===== src/rtl/stopwatch_ctrl_if.sv =====
// Stopwatch control bundle: button pulses and tick in, enable/pulse/display out.
// The master modport is the side that drives buttons and ticks (top level or bench);
// the slave modport is the stopwatch_ctrl block itself.
interface stopwatch_ctrl_if;
    logic       btn_start_stop;
    logic       btn_clear;
    logic       btn_lap;
    logic       tick_in;

    logic       count_en;
    logic       sub_clear;
    logic [3:0] disp_sec_ones;
    logic [3:0] disp_sec_tens;
    logic [3:0] disp_min_ones;
    logic [3:0] disp_min_tens;
    logic       running;
    logic       ovf;
    logic       lap_active;

    modport master (
        output btn_start_stop,
        output btn_clear,
        output btn_lap,
        output tick_in,
        input  count_en,
        input  sub_clear,
        input  disp_sec_ones,
        input  disp_sec_tens,
        input  disp_min_ones,
        input  disp_min_tens,
        input  running,
        input  ovf,
        input  lap_active
    );

    modport slave (
        input  btn_start_stop,
        input  btn_clear,
        input  btn_lap,
        input  tick_in,
        output count_en,
        output sub_clear,
        output disp_sec_ones,
        output disp_sec_tens,
        output disp_min_ones,
        output disp_min_tens,
        output running,
        output ovf,
        output lap_active
    );
endinterface


===== src/rtl/stopwatch_ctrl.sv =====
// Stopwatch start/stop/clear controller with an MM:SS BCD accumulator.
// Consumes the one-second carry pulse from the upstream prescaler and drives its enable.
// Optional lap freeze is built only when the macro STOPWATCH_LAP_EN is defined;
// without it btn_lap is ignored, lap_active is 0 and the display is always live.
module stopwatch_ctrl #(
    parameter int MAX_MIN_TENS = 5
) (
    input  logic              clk,
    input  logic              resetn,
    stopwatch_ctrl_if.slave   sw
);

    localparam logic [3:0] MAX_TENS = 4'(MAX_MIN_TENS);

    typedef enum logic [1:0] {
        ST_IDLE  = 2'd0,
        ST_RUN   = 2'd1,
        ST_PAUSE = 2'd2
    } state_e;

    state_e     state_q, state_d;

    logic       count_en_q, count_en_d;
    logic       running_q, running_d;
    logic       sub_clear_q, sub_clear_d;
    logic       ovf_q, ovf_d;

    logic [3:0] sec_ones_q, sec_ones_d;
    logic [3:0] sec_tens_q, sec_tens_d;
    logic [3:0] min_ones_q, min_ones_d;
    logic [3:0] min_tens_q, min_tens_d;

    logic       tick_ok;

    // A tick counts only in RUN (including the cycle RUN->PAUSE is requested) and never under clear
    assign tick_ok = sw.tick_in && !sw.btn_clear && (state_q == ST_RUN);

    // State register
    always_ff @(posedge clk or negedge resetn) begin
        if (!resetn) begin
            state_q <= ST_IDLE;
        end else begin
            state_q <= state_d;
        end
    end

    // Next-state logic: clear wins over start/stop
    always_comb begin
        state_d = state_q;
        if (sw.btn_clear) begin
            state_d = ST_IDLE;
        end else if (sw.btn_start_stop) begin
            case (state_q)
                ST_IDLE:  state_d = ST_RUN;
                ST_RUN:   state_d = ST_PAUSE;
                ST_PAUSE: state_d = ST_RUN;
                default:  state_d = ST_IDLE;
            endcase
        end
    end

    // Output decode from the next state so the registered outputs track the state edge
    always_comb begin
        count_en_d  = (state_d == ST_RUN);
        running_d   = (state_d == ST_RUN);
        sub_clear_d = sw.btn_clear;
    end

    // BCD cascade and sticky overflow; clear zeroes everything
    always_comb begin
        sec_ones_d = sec_ones_q;
        sec_tens_d = sec_tens_q;
        min_ones_d = min_ones_q;
        min_tens_d = min_tens_q;
        ovf_d      = ovf_q;
        if (sw.btn_clear) begin
            sec_ones_d = 4'd0;
            sec_tens_d = 4'd0;
            min_ones_d = 4'd0;
            min_tens_d = 4'd0;
            ovf_d      = 1'b0;
        end else if (tick_ok) begin
            if (sec_ones_q < 4'd9) begin
                sec_ones_d = sec_ones_q + 4'd1;
            end else begin
                sec_ones_d = 4'd0;
                if (sec_tens_q < 4'd5) begin
                    sec_tens_d = sec_tens_q + 4'd1;
                end else begin
                    sec_tens_d = 4'd0;
                    if (min_ones_q < 4'd9) begin
                        min_ones_d = min_ones_q + 4'd1;
                    end else begin
                        min_ones_d = 4'd0;
                        if (min_tens_q < MAX_TENS) begin
                            min_tens_d = min_tens_q + 4'd1;
                        end else begin
                            min_tens_d = 4'd0;
                            ovf_d      = 1'b1;
                        end
                    end
                end
            end
        end
    end

    // Registered outputs and live digits
    always_ff @(posedge clk or negedge resetn) begin
        if (!resetn) begin
            count_en_q  <= 1'b0;
            running_q   <= 1'b0;
            sub_clear_q <= 1'b0;
            ovf_q       <= 1'b0;
            sec_ones_q  <= 4'd0;
            sec_tens_q  <= 4'd0;
            min_ones_q  <= 4'd0;
            min_tens_q  <= 4'd0;
        end else begin
            count_en_q  <= count_en_d;
            running_q   <= running_d;
            sub_clear_q <= sub_clear_d;
            ovf_q       <= ovf_d;
            sec_ones_q  <= sec_ones_d;
            sec_tens_q  <= sec_tens_d;
            min_ones_q  <= min_ones_d;
            min_tens_q  <= min_tens_d;
        end
    end

    assign sw.count_en  = count_en_q;
    assign sw.running   = running_q;
    assign sw.sub_clear = sub_clear_q;
    assign sw.ovf       = ovf_q;

`ifdef STOPWATCH_LAP_EN

    logic       lap_evt;
    logic       lap_active_q, lap_active_d;
    logic [3:0] frz_sec_ones_q, frz_sec_ones_d;
    logic [3:0] frz_sec_tens_q, frz_sec_tens_d;
    logic [3:0] frz_min_ones_q, frz_min_ones_d;
    logic [3:0] frz_min_tens_q, frz_min_tens_d;
    logic [3:0] disp_sec_ones_q, disp_sec_ones_d;
    logic [3:0] disp_sec_tens_q, disp_sec_tens_d;
    logic [3:0] disp_min_ones_q, disp_min_ones_d;
    logic [3:0] disp_min_tens_q, disp_min_tens_d;

    // Lap acts only when neither clear nor start/stop is pulsed in the same cycle
    assign lap_evt = sw.btn_lap && !sw.btn_clear && !sw.btn_start_stop;

    // Lap freeze: toggle in RUN capturing post-tick digits, release in PAUSE, ignore in IDLE
    always_comb begin
        lap_active_d   = lap_active_q;
        frz_sec_ones_d = frz_sec_ones_q;
        frz_sec_tens_d = frz_sec_tens_q;
        frz_min_ones_d = frz_min_ones_q;
        frz_min_tens_d = frz_min_tens_q;
        if (sw.btn_clear) begin
            lap_active_d   = 1'b0;
            frz_sec_ones_d = 4'd0;
            frz_sec_tens_d = 4'd0;
            frz_min_ones_d = 4'd0;
            frz_min_tens_d = 4'd0;
        end else if (lap_evt) begin
            if (state_q == ST_RUN) begin
                if (lap_active_q) begin
                    lap_active_d = 1'b0;
                end else begin
                    lap_active_d   = 1'b1;
                    frz_sec_ones_d = sec_ones_d;
                    frz_sec_tens_d = sec_tens_d;
                    frz_min_ones_d = min_ones_d;
                    frz_min_tens_d = min_tens_d;
                end
            end else if (state_q == ST_PAUSE) begin
                lap_active_d = 1'b0;
            end
        end
    end

    // Display source select, computed ahead so the display itself is a register
    always_comb begin
        disp_sec_ones_d = lap_active_d ? frz_sec_ones_d : sec_ones_d;
        disp_sec_tens_d = lap_active_d ? frz_sec_tens_d : sec_tens_d;
        disp_min_ones_d = lap_active_d ? frz_min_ones_d : min_ones_d;
        disp_min_tens_d = lap_active_d ? frz_min_tens_d : min_tens_d;
    end

    // Lap state, frozen copy and display registers
    always_ff @(posedge clk or negedge resetn) begin
        if (!resetn) begin
            lap_active_q    <= 1'b0;
            frz_sec_ones_q  <= 4'd0;
            frz_sec_tens_q  <= 4'd0;
            frz_min_ones_q  <= 4'd0;
            frz_min_tens_q  <= 4'd0;
            disp_sec_ones_q <= 4'd0;
            disp_sec_tens_q <= 4'd0;
            disp_min_ones_q <= 4'd0;
            disp_min_tens_q <= 4'd0;
        end else begin
            lap_active_q    <= lap_active_d;
            frz_sec_ones_q  <= frz_sec_ones_d;
            frz_sec_tens_q  <= frz_sec_tens_d;
            frz_min_ones_q  <= frz_min_ones_d;
            frz_min_tens_q  <= frz_min_tens_d;
            disp_sec_ones_q <= disp_sec_ones_d;
            disp_sec_tens_q <= disp_sec_tens_d;
            disp_min_ones_q <= disp_min_ones_d;
            disp_min_tens_q <= disp_min_tens_d;
        end
    end

    assign sw.lap_active    = lap_active_q;
    assign sw.disp_sec_ones = disp_sec_ones_q;
    assign sw.disp_sec_tens = disp_sec_tens_q;
    assign sw.disp_min_ones = disp_min_ones_q;
    assign sw.disp_min_tens = disp_min_tens_q;

`else

    logic lap_unused;

    assign lap_unused       = sw.btn_lap;
    assign sw.lap_active    = 1'b0;
    assign sw.disp_sec_ones = sec_ones_q;
    assign sw.disp_sec_tens = sec_tens_q;
    assign sw.disp_min_ones = min_ones_q;
    assign sw.disp_min_tens = min_tens_q;

`endif

endmodule


===== src/flat_wrapper.sv =====
// flat-port wrapper written by rule: the top's interface ports become plain ports
module stopwatch_ctrl_flat 
#(
    parameter int MAX_MIN_TENS = 5
)
  (clk, resetn, sw_btn_start_stop, sw_btn_clear, sw_btn_lap, sw_tick_in, sw_count_en, sw_sub_clear, sw_disp_sec_ones, sw_disp_sec_tens, sw_disp_min_ones, sw_disp_min_tens, sw_running, sw_ovf, sw_lap_active);
  stopwatch_ctrl_if sw_i ();
  input  logic clk;
  input  logic resetn;
  input wire logic [$bits(sw_i.btn_start_stop)-1:0] sw_btn_start_stop;
  input wire logic [$bits(sw_i.btn_clear)-1:0] sw_btn_clear;
  input wire logic [$bits(sw_i.btn_lap)-1:0] sw_btn_lap;
  input wire logic [$bits(sw_i.tick_in)-1:0] sw_tick_in;
  output wire logic [$bits(sw_i.count_en)-1:0] sw_count_en;
  output wire logic [$bits(sw_i.sub_clear)-1:0] sw_sub_clear;
  output wire logic [$bits(sw_i.disp_sec_ones)-1:0] sw_disp_sec_ones;
  output wire logic [$bits(sw_i.disp_sec_tens)-1:0] sw_disp_sec_tens;
  output wire logic [$bits(sw_i.disp_min_ones)-1:0] sw_disp_min_ones;
  output wire logic [$bits(sw_i.disp_min_tens)-1:0] sw_disp_min_tens;
  output wire logic [$bits(sw_i.running)-1:0] sw_running;
  output wire logic [$bits(sw_i.ovf)-1:0] sw_ovf;
  output wire logic [$bits(sw_i.lap_active)-1:0] sw_lap_active;
  assign sw_i.btn_start_stop = sw_btn_start_stop;
  assign sw_i.btn_clear = sw_btn_clear;
  assign sw_i.btn_lap = sw_btn_lap;
  assign sw_i.tick_in = sw_tick_in;
  assign sw_count_en = sw_i.count_en;
  assign sw_sub_clear = sw_i.sub_clear;
  assign sw_disp_sec_ones = sw_i.disp_sec_ones;
  assign sw_disp_sec_tens = sw_i.disp_sec_tens;
  assign sw_disp_min_ones = sw_i.disp_min_ones;
  assign sw_disp_min_tens = sw_i.disp_min_tens;
  assign sw_running = sw_i.running;
  assign sw_ovf = sw_i.ovf;
  assign sw_lap_active = sw_i.lap_active;
  stopwatch_ctrl #(.MAX_MIN_TENS(MAX_MIN_TENS)) u_core (.clk(clk), .resetn(resetn), .sw(sw_i));
endmodule

===== config.mk =====
export PLATFORM = sky130hd
export DESIGN_NAME = stopwatch_ctrl_flat
export DESIGN_NICKNAME = d
export VERILOG_FILES = /design/src/rtl/stopwatch_ctrl_if.sv /design/src/rtl/stopwatch_ctrl.sv /design/src/flat_wrapper.sv
export SDC_FILE = /design/constraint.sdc
export NUM_CORES = 1
export LEC_CHECK = 0
export ABC_AREA = 1
export BUFFER_PORTS_ARGS = -buffer_cell sky130_fd_sc_hd__buf_2
export CAP_MARGIN = 20
export CORE_AREA = 2 2 50 52
export CTS_CLUSTER_DIAMETER = 60
export DETAILED_ROUTE_END_ITERATION = 6
export DIE_AREA = 0 0 52 54
export GPL_TIMING_DRIVEN = 0
export HOLD_SLACK_MARGIN = 0.15
export PLACE_DENSITY = 0.78
export REMOVE_ABC_BUFFERS = 1
export SLEW_MARGIN = 25
export SYNTH_ARGS = -nofsm -noshare
export SYNTH_HDL_FRONTEND = slang
export SYNTH_SLANG_ARGS = --single-unit

===== constraint.sdc =====
create_clock -name clk -period 1.95 [get_ports clk]
set_clock_uncertainty 0.05 [all_clocks]
set_input_delay 0.195 -clock clk [delete_from_list [all_inputs] [get_ports clk]]
set_output_delay 0.195 -clock clk [all_outputs]
set_load 0.05 [all_outputs]

After elaboration in Yosys (flattened, before gate mapping). Cells that the tools add are included.

Latch bits: 0. Flip-flop bits (word level): 21. Bits of input ports: 6. Bits in read-only memories: 0. Word-level logic and storage cells: 60. Memories kept: 0. RAM bits: 0.

Shifts and indexed selects: 0. Reductions and logical operators: 10. Div/mod/pow operators: 0. Magnitude comparators: 4. Eq/ne operators: 7. Add/subtract/negate cells: 4. Bitwise gates (word level): 0. Muxes and demuxes: 27. $mul: 0.

Operators with widths (count): two-way mux 4 bit (18); adder 4 x 1 -> 4 bit (second input constant) (4); less-than comparator 4 x 3 -> 1 bit (second input constant) (2); less-than comparator 4 bit (second input constant) (2); inequality test 2 bit (second input constant) (4); two-way mux 1 bit (6); AND reduction 5 bit (1); == test 2 x 1 -> 1 bit (second input constant) (2); two-way mux 2 bit (2); case mux 2 bit (2 select lines) (1); AND reduction 4 bit (1); AND reduction 3 bit (1); == test 2 bit (second input constant) (1); logical AND 1 bit (2); logical NOT 2 bit (1); AND reduction 2 bit (1); nonzero test 2 bit (1); OR reduction 2 bit (1); logical NOT 1 bit (1).

Longest topological paths before layout.
Depth after elaboration: 7. Mapped depth: 10.

Worst setup path after synthesis. Ideal clock, no wire load.

Kind: flip-flop to flip-flop. Start point: reg u_core.sec_tens_q[0], in the netlist u_core.sw.disp_sec_tens[0]. End point: reg u_core.ovf_q, in the netlist u_core.sw.ovf. Library setup time: 0.119 ns. Arrival time: 1.554 ns. Required time: 1.781 ns. Stages on the path, launching flop included: 9. Slack: 0.227 ns. Cell sequence: dfrtp_1 > inv_1 > ha_1 > o21ai_4 > nand2_1 > nor2_1 > nand2_1 > nand2_1 > nand2_1.

Word-level cells in the longest chain between the ends: 3.

RTL lines: start: declaration (RTL line stopwatch_ctrl.sv:29) `logic [3:0] sec_tens_q, sec_tens_d;`; start signal: assignment (RTL line stopwatch_ctrl.sv:124) `sec_tens_q <= sec_tens_d;`; less-than comparator 4 x 3 -> 1 bit (RTL line stopwatch_ctrl.sv:87) `if (sec_tens_q < 4'd5) begin`; inequality test 2 bit (no line); AND reduction 5 bit (no line); end signal: assignment (RTL line stopwatch_ctrl.sv:122) `ovf_q <= ovf_d;`; end: declaration (RTL line stopwatch_ctrl.sv:26) `logic ovf_q, ovf_d;`.

No other way between the ends. A chain may end at the register's enable or synchronous reset.

Worst setup path in the final report.
Start point: reg u_core.sec_tens_q[0], in the netlist u_core.sw.disp_sec_tens[0]. End point: reg u_core.min_tens_q[0], in the netlist u_core.sw.disp_min_tens[0].

Word-level cells in the longest chain between the ends: 3.

RTL lines: less-than comparator 4 x 3 -> 1 bit (RTL line stopwatch_ctrl.sv:87); inequality test 2 bit (no line); AND reduction 4 bit (no line); end signal: assignment (RTL line stopwatch_ctrl.sv:126) `min_tens_q <= min_tens_d;`; end: declaration (RTL line stopwatch_ctrl.sv:31) `logic [3:0] min_tens_q, min_tens_d;`.

No other way between the ends.

==> results.ini <==
[outcome]
status = completed

[clock_tree]
ctsHtreeMaxLevel = 1
cts.clk_slew.worst_paths_ps = 110
cts_tree = yes
clockBufferDepth = 2
clock_sinks = 21
cts_made_buffers = 3
clock_latency_ps = 300
cts_resized = 0
cts-root-buf = clkbuf_4

[synth]
yosysMostFrequentCell = nand2_1
synth_seq_cells = 21
yosys.area_share.simple_pct = 26.2
avgSynthCellArea_sq_um = 8.37
yosys.area.top_type = dfrtp_1
synthTopCellsByCount = nand2_1, dfrtp_1, inv_1, o21ai_0, nand3_1
synth.mux.area_fraction_pct = 0
synth-compound-area-share_pct = 9.05
synthXorXnorAreaFrac_pct = 3.68
synth_area_leaders = dfrtp_1, nand2_1, ha_1, inv_1, o21ai_0
syn_inst = 142
synth_top_family_by_area = simple AND/OR/NAND/NOR gates
synth_warnings = 0
syn_area_sq_um = 1190
synth_ff_type = dfrtp_1
ys_types = 22
synth-edff-count = 0
async_reset_ff_share_pct = 100
ys_seq_area_share_pct = 44.2
synthAdderAreaFrac_pct = 8.42
synth_top_cell_area_share_pct = 44.2

[power_and_ir_drop]
comb_power_share_pct = 38.6
ir_drop_uv = 598
p_seq_share_pct = 44.6
swShare_pct = 44.0
power.switching_uw = 546
powerDensity_nw_per_um2 = 894
cell_internal_pwr_uw = 695
clkPwrFrac_pct = 16.8
p_leak_nw = 0.731

[sta]
fmax_mhz = 658
post-route-min-period_ps = 1520
fin_crit_sh_pct = 77.9
setup_viol = 0
slew_violations = 0
rsz0062_at_grt = false
hold_violations = 0
fin_setup_tns_ps = 0

[layout]
layoutNonFillerInstCount = 201
diodes = 0
fin_nets = 186
areaGrowthSynthToFinish_pct = 16.7
final_layout_size_suffix_gt1_share_pct = 20.5

[drt]
drtPass1Iterations = 3
drt-initial-drc-count = 12
routed_wl_um = 2250
drc = 0
drt-vias-per-instance = 5.02
via_count = 1009
wl_per_cell_um = 11.2
ant_nets = 0

[worst_setup_path]
cp_data_required_time_ps = 2100
cpMaxStageDelayCell = dfrtp_1
cp_common_cell = nand2_1
end_kind = register
critical_path.max_stage_delay_ps = 420
cp-start-kind = register
path_max_fanout = 4
critPathKind = reg2reg
critical_path.cell_chain = inv_1, ha_1, o21ai_4, nand4_1, nand2_1, nand2_1
worstPathArrival_ps = 1670

[global_routing]
overflow = 0
gr-usage-all-layers_pct = 18.7
antenna_found_initial = 0
grt_pass1_vias = 928
grt_pass1_wl_um = 3840
grt_max_degree = 22

[die]
core_sq_um = 2320
die_width_um = 52
io_pins = 27
dieArea_sq_um = 2810
die_h_um = 54
start_util_pct = 51.2
rows = 18

[placed_design]
hpwl_um = 1740
globalplace.congestion = 0.708
dp.cells = 194
port_buffers = 24

[hold_path]
hp-class = in2reg

[job]
max_cap_viol_count = 0

## worst paths after layout
kind                                            start                    endpoint  slack (ps)  cells after the start
max in group asynchronous                      resetn  u_core.sw.disp_min_tens[2]        1220                      2
min reg2reg                             u_core.sw.ovf               u_core.sw.ovf         460                      2
min                                        sw_tick_in  u_core.sw.disp_sec_ones[3]         310                      4
max                        u_core.sw.disp_sec_tens[0]  u_core.sw.disp_min_tens[0]         430                      6
min in group asynchronous                      resetn  u_core.sw.disp_sec_ones[3]         320                      2
max reg2reg                u_core.sw.disp_sec_tens[0]  u_core.sw.disp_min_tens[0]         430                      6
## logic make-up (layout without fill, tap and decap cells)
family,after synthesis,count (layout)
compound gates,18,18
fa+ha+maj,8,8
other cells,1,1
simple gates,66,66
flops,21,21
xor+xnor,5,5
buf+inv,23,52
## per-stage QoR
stage	power [mW]	hold slack [ps]	util [%]	instance area (sq um)	setup WS, ps
floorplan	0.921	-151	-	1170	227
global placement	1.02	125	57.4	1330	472
detailed placement	1.04	124	57.4	1330	452
CTS	1.25	317	59.8	1390	426
global route	1.33	354	59.8	1390	295
finish	1.24	315	59.8	1390	431
## flip-flops by register name, summed over array words and instances (netlist names)
signal / cells
u_core.state_q: 2
u_core.sw.count_en: 1
u_core.sw.disp_min_ones: 4
u_core.sw.disp_min_tens: 4
u_core.sw.disp_sec_ones: 4
u_core.sw.disp_sec_tens: 4
u_core.sw.ovf: 1
u_core.sw.sub_clear: 1
## area by class of cell
type                    count  area [sq um]
clock buffers               4          26.3
fillers                   211           932
inverters                  21          81.3
multi-input cells          98           567
flip-flops and latches     21           526
well taps                  30          37.5
repair buffers             27           150
## power groups by stage
stage	Sequential [mW]	Clock, mW	Combinational, mW
floorplan	0.741	0	0.180
global placement	0.557	0	0.462
detailed placement	0.564	0	0.477
CTS	0.555	0.212	0.483
global route	0.565	0.230	0.531
finish	0.554	0.208	0.479
## layer usage
metal	vias up	track usage, %	wire length (um)
li1	505	-	-
met1	481	23.0	991
met2	19	31.6	1160
met3	4	3.89	75
met4	0	8.77	27
met5	-	0	0
## worst max-delay path: cells and delay by family (launching register included)
kind                       cells  cell delay, ps
DFF                            1             420
and+or+nand+nor                3             390
adders and majority gates      1             250
AOI/OAI and AO/OA              1             220
buffers and inverters          1              90
## placed cells by master, fill, tap and decap left out
cell type,instances
o21ai_4,1
clkbuf_4,3
a21oi_1,3
nor2_1,8
dlygate4sd3_1,3
nand2_2,1
buf_2,24
dfrtp_1,21
nand2_1,37
o21bai_1,1
inv_1,20
o21ai_2,1
nand4_1,4
ha_1,8
xnor2_1,2
nand3_4,1
xor2_1,3
conb_1,1
nor2_4,1
o21ai_0,12
inv_4,1
clkbuf_1,1
nand3_1,9
nand2_4,2
nor3_1,3
## timing repair
item                                   4_1_cts  5_1_grt
buffers inserted                             0        0
endpoints found under the hold margin       25        0
hold buffers                                 3        0
No activity file was read; power rests on OpenSTA's default activity.
